<file path="config.mk">
export PLATFORM = sky130hd
export DESIGN_NAME = display_arbiter
export DESIGN_NICKNAME = d
export VERILOG_FILES = /design/src/rtl/display_arbiter.sv
export SDC_FILE = /design/constraint.sdc
export NUM_CORES = 1
export LEC_CHECK = 0
export ABC_AREA = 1
export CAP_MARGIN = 10
export CORE_AREA = 2 2 180 129
export DETAILED_ROUTE_END_ITERATION = 8
export DIE_AREA = 0 0 182 131
export GPL_ROUTABILITY_DRIVEN = 1
export GPL_TIMING_DRIVEN = 0
export PLACE_DENSITY = 0.58
export SETUP_SLACK_MARGIN = 0.1
export SLEW_MARGIN = 20
export SYNTH_ARGS = -nofsm -noshare
export SYNTH_HDL_FRONTEND = slang
export SYNTH_SLANG_ARGS = --single-unit
</file>
<file path="constraint.sdc">
create_clock -name clk -period 3 [get_ports clk]
set_input_delay 0.75 -clock clk [delete_from_list [all_inputs] [get_ports clk]]
set_output_delay 0.75 -clock clk [all_outputs]
set_load 0.005 [all_outputs]
</file>
<file path="src/rtl/display_arbiter.sv">
// display_arbiter: shares a 4-digit 7-segment display between a live background
// frame and two timed overlay sources, scanning digits and driving the anodes
// and segments directly.
// Optional feature macro: OVERLAY_BLINK_EN (blanks the display while an overlay
// is shown and hold-timer bit BLINK_BIT is set).
module display_arbiter #(
    parameter int unsigned SCAN_DIV    = 200000,
    parameter int unsigned HOLD_CYCLES = 50000000,
    parameter int unsigned BLINK_BIT   = 22
) (
    input  logic        clk,
    input  logic        rst_n,
    input  logic [27:0] bg_frame,
    input  logic        ov1_req,
    input  logic [27:0] ov1_frame,
    input  logic        ov2_req,
    input  logic [27:0] ov2_frame,
    output logic [3:0]  an,
    output logic [6:0]  seg,
    output logic [2:0]  grant,
    output logic        busy
);

    localparam int unsigned SCAN_W = (SCAN_DIV > 1) ? $clog2(SCAN_DIV) : 1;
    localparam int unsigned HOLD_W = (HOLD_CYCLES > 1) ? $clog2(HOLD_CYCLES) : 1;
`ifdef OVERLAY_BLINK_EN
    localparam int unsigned TIMER_W = (HOLD_W > BLINK_BIT) ? HOLD_W : BLINK_BIT + 1;
`else
    localparam int unsigned TIMER_W = HOLD_W;
`endif
    localparam logic [TIMER_W-1:0] HOLD_LOAD = TIMER_W'(HOLD_CYCLES - 1);
    localparam logic [SCAN_W-1:0]  SCAN_LAST = SCAN_W'(SCAN_DIV - 1);

    typedef enum logic [1:0] {
        IDLE  = 2'd0,
        SHOW1 = 2'd1,
        SHOW2 = 2'd2
    } state_e;

    state_e              state_q, state_d;
    logic [TIMER_W-1:0]  timer_q, timer_d;
    logic [27:0]         f1_q, f1_d;
    logic [27:0]         f2_q, f2_d;
    logic                pend2_q, pend2_d;
    logic [SCAN_W-1:0]   scan_q, scan_d;
    logic [1:0]          digit_q, digit_d;
    logic [3:0]          an_q, an_d;
    logic [6:0]          seg_q, seg_d;
    logic [2:0]          grant_q, grant_d;
    logic                busy_q, busy_d;
    logic [27:0]         src_frame;

    // Scan divider: advance the digit index once per SCAN_DIV cycles
    always_comb begin
        scan_d  = scan_q + SCAN_W'(1);
        digit_d = digit_q;
        if (scan_q == SCAN_LAST) begin
            scan_d  = '0;
            digit_d = digit_q + 2'd1;
        end
    end

    // Scan counter and digit index registers
    always_ff @(posedge clk or negedge rst_n) begin
        if (!rst_n) begin
            scan_q  <= '0;
            digit_q <= 2'd0;
        end else begin
            scan_q  <= scan_d;
            digit_q <= digit_d;
        end
    end

    // FSM state register, hold timer, pending flag and latched overlay frames
    always_ff @(posedge clk or negedge rst_n) begin
        if (!rst_n) begin
            state_q <= IDLE;
            timer_q <= '0;
            f1_q    <= '1;
            f2_q    <= '1;
            pend2_q <= 1'b0;
        end else begin
            state_q <= state_d;
            timer_q <= timer_d;
            f1_q    <= f1_d;
            f2_q    <= f2_d;
            pend2_q <= pend2_d;
        end
    end

    // Next-state logic: overlay priority, pending ov2, retrigger and expiry
    always_comb begin
        state_d = state_q;
        timer_d = timer_q;
        f1_d    = f1_q;
        f2_d    = f2_q;
        pend2_d = pend2_q;
        case (state_q)
            IDLE: begin
                if (ov1_req) begin
                    state_d = SHOW1;
                    f1_d    = ov1_frame;
                    timer_d = HOLD_LOAD;
                    if (ov2_req) begin
                        f2_d    = ov2_frame;
                        pend2_d = 1'b1;
                    end
                end else if (ov2_req) begin
                    state_d = SHOW2;
                    f2_d    = ov2_frame;
                    timer_d = HOLD_LOAD;
                end
            end
            SHOW1: begin
                if (ov2_req) begin
                    f2_d    = ov2_frame;
                    pend2_d = 1'b1;
                end
                if (ov1_req) begin
                    f1_d    = ov1_frame;
                    timer_d = HOLD_LOAD;
                end else if (timer_q == '0) begin
                    // An ov2 request in the expiry cycle counts as pending
                    if (pend2_q || ov2_req) begin
                        state_d = SHOW2;
                        pend2_d = 1'b0;
                        timer_d = HOLD_LOAD;
                    end else begin
                        state_d = IDLE;
                    end
                end else begin
                    timer_d = timer_q - TIMER_W'(1);
                end
            end
            SHOW2: begin
                if (ov1_req) begin
                    // Preemption drops the running ov2; only a fresh one is kept
                    state_d = SHOW1;
                    f1_d    = ov1_frame;
                    timer_d = HOLD_LOAD;
                    pend2_d = ov2_req;
                    if (ov2_req) begin
                        f2_d = ov2_frame;
                    end
                end else if (ov2_req) begin
                    f2_d    = ov2_frame;
                    timer_d = HOLD_LOAD;
                end else if (timer_q == '0) begin
                    state_d = IDLE;
                end else begin
                    timer_d = timer_q - TIMER_W'(1);
                end
            end
            default: begin
                state_d = IDLE;
                pend2_d = 1'b0;
            end
        endcase
    end

    // Output logic: grant/busy track the next state, an/seg show the current source
    always_comb begin
        grant_d = 3'b001;
        busy_d  = 1'b0;
        case (state_d)
            SHOW1: begin
                grant_d = 3'b010;
                busy_d  = 1'b1;
            end
            SHOW2: begin
                grant_d = 3'b100;
                busy_d  = 1'b1;
            end
            default: begin
                grant_d = 3'b001;
                busy_d  = 1'b0;
            end
        endcase

        case (state_q)
            SHOW1:   src_frame = f1_q;
            SHOW2:   src_frame = f2_q;
            default: src_frame = bg_frame;
        endcase

        an_d = ~(4'b0001 << digit_q);
        case (digit_q)
            2'd0:    seg_d = src_frame[6:0];
            2'd1:    seg_d = src_frame[13:7];
            2'd2:    seg_d = src_frame[20:14];
            default: seg_d = src_frame[27:21];
        endcase

`ifdef OVERLAY_BLINK_EN
        if ((state_q != IDLE) && timer_q[BLINK_BIT]) begin
            an_d  = 4'b1111;
            seg_d = 7'b1111111;
        end
`endif
    end

    // Registered display and status outputs
    always_ff @(posedge clk or negedge rst_n) begin
        if (!rst_n) begin
            an_q    <= 4'b1111;
            seg_q   <= 7'b1111111;
            grant_q <= 3'b001;
            busy_q  <= 1'b0;
        end else begin
            an_q    <= an_d;
            seg_q   <= seg_d;
            grant_q <= grant_d;
            busy_q  <= busy_d;
        end
    end

    assign an    = an_q;
    assign seg   = seg_q;
    assign grant = grant_q;
    assign busy  = busy_q;

endmodule

</file>
### Word-level counts from Yosys, hierarchy flattened

Cells that the tools add are included.

| word-level totals | value |
|---|---|
| register bits after elaboration | 120 |
| bits of input ports | 88 |
| output and inout bits | 15 |
| word-level logic and storage cells | 69 |

| cells by class | value |
|---|---|
| add/subtract/negate cells | 3 |
| eq/ne operators | 12 |
| shift-type cells | 1 |
| multiplexer cells | 30 |
| bitwise operators | 1 |
| reductions and logical operators | 11 |

Operator list:

| operator | count |
|---|---|
| $mux W26 | 8 |
| $pmux W26 S3 | 1 |
| $pmux W28 S2 | 1 |
| $logic_not A26 Y1 | 1 |
| $sub A26 B1 Y26 const B | 1 |
| $pmux W7 S3 | 1 |
| $add A18 B1 Y18 const B | 1 |
| $eq A18 B18 Y1 const B | 1 |
| $mux W18 | 1 |
| $mux W2 | 8 |
| $ne A4 B4 Y1 const B | 2 |
| $mux W1 | 7 |
| $eq A2 B1 Y1 const B | 3 |
| $eq A2 B2 Y1 const B | 3 |
| $pmux W2 S3 | 1 |
| $pmux W3 S2 | 1 |
| $reduce_and A2 Y1 | 3 |
| $logic_not A2 Y1 | 2 |
| $ne A2 B2 Y1 const B | 2 |
| $not A4 Y4 | 1 |
| $reduce_and A4 Y1 | 1 |
| $shl A1 B2 Y4 const A | 1 |
| $ne A3 B3 Y1 const B | 1 |
| $pmux W1 S3 | 1 |
| other kinds (5) | 5 |

### Longest topological paths before layout

Gate-level depths: netlist (run 1).

| logic depth | value |
|---|---|
| depth after elaboration | 8 |
| gate-level depth with buffers | 14 |
| mapped depth without buffers | 14 |

### Worst setup path after synthesis (run 1)

No wires, ideal clock.

| timing | value |
|---|---|
| path type | input to register |
| start | input ov1_req |
| end | register busy_q (netlist: busy) |
| library setup time | 114 ps |
| arrival time | 1992 ps |
| required time | 2886 ps |
| setup slack | 893 ps |
| cell stages on the path | 10 |
| buffers on the path | 2 |
| path through | buf_2 > inv_2 > clkbuf_1 > nand2_1 > o21ai_0 > nand2_1 > nand2_1 > nand2_1 > ha_1 > inv_1 |

| between the ends | value |
|---|---|
| word-level cells in the longest chain between the ends | 5 |
| elaborated cells between the ends (all ways) | 8 |
| classes of those cells | eq/ne: 2; mux: 5; reduce/logical: 1 |

Ends and longest elaborated chain:

| what | RTL line | text |
|---|---|---|
| from (decl) | 14 | `input logic ov1_req,` |
| $mux W2 (on tied branches) | 136, 100, 119 |  |
| $pmux W2 S3 * | 98 | `case (state_q)` |
| via state_d[1] | 40 | `state_e state_q, state_d;` |
| $eq A2 B2 Y1 / $eq A2 B1 Y1 (equally long branches) | 165 | `case (state_d)` |
| $reduce_or A2 Y1 (no source line) * | -- |  |
| $mux W1 * | 165 |  |
| via busy_d | 50 | `logic busy_q, busy_d;` |
| to (signal assigned) | 213 | `busy_q <= busy_d;` |
| to (decl) | 50 |  |

The timed path passes the listed nets; every way through them passes the cells marked *.
A chain may end at the register's enable or synchronous reset.

### Final worst setup path (run 1)

| timing | value |
|---|---|
| start | register state_q[0] |
| end | register busy_q (netlist: busy) |

| between the ends | value |
|---|---|
| word-level cells in the longest chain between the ends | 7 |
| elaborated cells between the ends (all ways) | 15 |
| classes of those cells | eq/ne: 4; mux: 9; reduce/logical: 2 |

Ends and longest elaborated chain:

| what | RTL line | text |
|---|---|---|
| from (decl) | 40 |  |
| from (signal assigned) | 83 | `state_q <= state_d;` |
| $mux W2 | 148 | `end else if (timer_q == '0) begin` |
| $mux W2 | 145 | `end else if (ov2_req) begin` |
| $mux W2 | 136 | `if (ov1_req) begin` |
| $pmux W2 S3 * | 98 |  |
| $eq A2 B2 Y1 / $eq A2 B1 Y1 (equally long branches) | 165 |  |
| $reduce_or A2 Y1 (no source line) * | -- |  |
| $mux W1 * | 165 |  |
| via busy_d | 50 |  |

Marks and branches as above.

==> results.yml, run 1 <==
critical_path:
  r2r_start: "state_q[0]"
  cpMaxStageDelayCell: "buf_1"
  required_ns: 3.32
  critPathKind: "flop to flop"
  regToRegEndpoint: "busy"
  max_stage_delay_ns: 0.52
  worst_path_dominant_cell_family: "buffers and inverters"
  path_cells: "inv_1 > ha_1 > buf_2 > buf_1 > clkbuf_2 > nand2_1 > nand3_1 > nand2_1 > ha_1 > inv_1"
  critPathLaunch: "state_q[0]"
  arrival_ns: 2.90
  end_kind: "flop"
  critPathBufInv: 5
  reg2reg_depth: 10
  startpoint_type: "flop"
  reg2reg_slack_ns: 0.42
  critPathMaxFanout: 10
hold_path:
  hold_class: "input port to asynchronous set/reset pin"
die:
  start_util_pct: 30.3
  dieArea_sq_um: 23800
  ios: 103
  dieHeight_microns: 131
  rows: 46
  die_w_microns: 182
  core_sq_um: 22200
synthesis:
  synth_ff_type: "dfstp_2"
  synth_seq_area_share_pct: 45.9
  syn_inst: 859
  yosysWarnings: 0
  synth_edf_count: 0
  avgSynthCellArea_sq_um: 7.84
  ys_ff_latch: 120
  synth_nets: 961
  syn_area_sq_um: 6730
  synth_cell_types: 41
  async_flop_share_pct: 100
sta:
  holdWs_ns: 0.302
  min_period_over_period_pct: 86.0
  hold_viol: 0
  fmax_mhz: 388
  skew_ns: 0.0128
  slew_violations: 0
  fin_ws_ns: 0.421
  setup_viol: 0
  finalSetupTns_ns: 0
  worst_pin_slew_ns: 0.686
  fin_crit_ns: 2.58
  slew_headroom_pct: 53.9
  grt_setup_unrepaired: "false"
cts:
  root_buffer: "clkbuf_16"
  clk_path_buf_depth: 2
  clock_latency_ns: 0.42
  holdBufCountCts: 0
  cts-htree-levels: 4
  numCtsBuffers: 17
  cts_tree: "yes"
  clk_pin_slew_ns: 0.06
  cts_sinks: 120
detailed_routing:
  drt_wl_total_microns: 21000
  route.detailed.drc: 0
  antenna_left: 0
  vias: 6171
  viasPerCell: 4.82
  post_drt_wl_per_cell_microns: 16.4
  drt-initial-drc-count: 515
  dr.pass1.iters: 5
power:
  intPower_mw: 4.46
  seqPwrFrac_pct: 34.4
  switching_share_pct: 37.7
  power.switching_mw: 2.70
  powerDensity_nw_per_um2: 822
  vdd_ir_drop_max_uv: 397
  power_leakage_nw: 3.90
  power_frac_clock_pct: 27.8
  p_comb_share_pct: 37.7
global_routing:
  grt_pass1_vias: 5906
  antenna_found_initial: 0
  overflow: 0
  grt_first_pass_wirelength_microns: 33200
  grt_max_degree: 65
  grtUsageTotal_pct: 18.4
cells_and_area:
  stdcell_area_sq_um: 8710
  fillers: 2306
  num-nets-final: 1082
  drive_gt1_share_pct: 16.2
  fin_cells: 1281
  areaGrowthSynthToFinish_pct: 29.4
  antenna_cells: 0
flow_run:
  drv_cap: 0
status:
  outcome: "finished, final reports clean"
placement:
  placed_area_sq_um: 8130
  dp_hpwl_microns: 15900
  gp_congestion: 0.916
  dp_slack_ns: 0.176
  placed_cells: 1249
  io_buffer_count: 101
-- synthesized netlist by cell type (13+ instances only) --
cell type,n,share of area [%]
nand2_1,274,15
inv_1,85,4.7
nand4_1,16,1.5
nand3_1,41,3.0
ha_1,14,2.6
mux2_2,28,4.7
o21ai_0,45,3.3
clkbuf_1,16,0.89
nor2_1,88,4.9
a22o_1,13,1.7
dfrtp_1,52,19
dfstp_2,68,27
a21oi_1,33,2.5
-- cells in the final DEF, fill, tap and decap left out, types with 3 or more instances in the layout --
master,count
nand2_1,274
clkdlybuf4s50_1,100
nor2_1,88
inv_1,85
dfstp_2,68
dfrtp_1,52
o21ai_0,45
nand3_1,41
a21oi_1,33
mux2_2,28
clkbuf_1,20
clkbuf_16,19
nand4_1,16
ha_1,14
a22o_1,13
nor2_2,11
xor2_1,11
nand2_2,8
buf_2,7
nor3_1,5
buf_1,5
a221oi_1,5
a31oi_1,5
clkbuf_8,4
xnor2_1,3
o41ai_1,3
-- area by class of cell --
type	count	area, sq um	area share (%)
plain buffers	32	153	1.75
well taps	288	360	4.13
flip-flops and latches	120	3090	35.4
repair buffers	102	1040	11.9
clock buffers	27	546	6.26
inverters	87	327	3.75
multi-input cells	620	3170	36.4
clock inverters	5	33.8	0.388
-- routing by layer --
| metal | up-vias | GRT usage [%] | share of wire [%] |
|---|---|---|---|
| li1 | 3016 | - | - |
| met1 | 2938 | 28.5 | 52 |
| met2 | 204 | 25.3 | 39 |
| met3 | 13 | 4.30 | 7.5 |
| met4 | 0 | 4.46 | 0.77 |
| met5 | - | 0 | 0 |
-- per-stage QoR --
stage	utilization [%]	total power [mW]
CTS	39.2	7.17
floorplan	-	4.13
global route	39.2	7.65
detailed placement	36.6	5.16
global placement	36.5	5.12
finish	39.2	7.16
-- timing repair --
item                                    in CTS  in global routing
buffers inserted                             0                  0
gates resized for setup                      0                  1
endpoints found under the setup margin       0                  1
-- worst max-delay path by stage --
stage          cells after the start          to  slack [ns]
2_1_floorplan                     10        busy        0.89
3_3_place_gp                       1  digit_q[1]       -3.76
3_5_place_dp                       7    f2_q[18]        0.18
4_1_cts                           10        busy        0.28
5_1_grt                           10        busy        0.31
6_report                          10        busy        0.42
-- sequential cells by signal, indices dropped and copies added, names as in the netlist --
name and count:
pend2_q 1, f1_q 28, scan_q 18, busy 1
an 4, state_q 2, grant 3, f2_q 28
digit_q 2, seg 7, timer_q 26
-- power by group through the flow --
stage          logic [mW]  registers, mW  clock network [mW]
6_report             2.70           2.47                1.99
5_1_grt              3.02           2.53                2.10
4_1_cts              2.69           2.46                2.02
3_5_place_dp         2.67           2.48                   0
3_3_place_gp         2.65           2.48                   0
2_1_floorplan        1.72           2.41                   0
-- logic make-up (layout without fill, tap and decap cells) --
group	count (synthesis)	in the layout	synth area share, %
xor gates and xnor gates	14	14	1.82
AOI/OAI and AO/OA	111	111	9.77
buffers and inverters	119	253	7.10
adders and majority gates	14	14	2.60
and+or+nand+nor	453	453	28.2
muxes	28	28	4.68
DFF	120	120	45.9
(Power assumes the default switching activity.)
==> run 2, diff against run 1 <==
--- a/config.mk
+++ b/config.mk
@@ -14,6 +14,7 @@
 export GPL_TIMING_DRIVEN = 0
 export PLACE_DENSITY = 0.58
 export SETUP_SLACK_MARGIN = 0.1
+export SKIP_CTS_REPAIR_TIMING = 1
 export SLEW_MARGIN = 20
 export SYNTH_ARGS = -nofsm -noshare
 export SYNTH_HDL_FRONTEND = slang
==> results of run 2 <==
No change in the layout: final DEF, timing and power equal those of run 1.
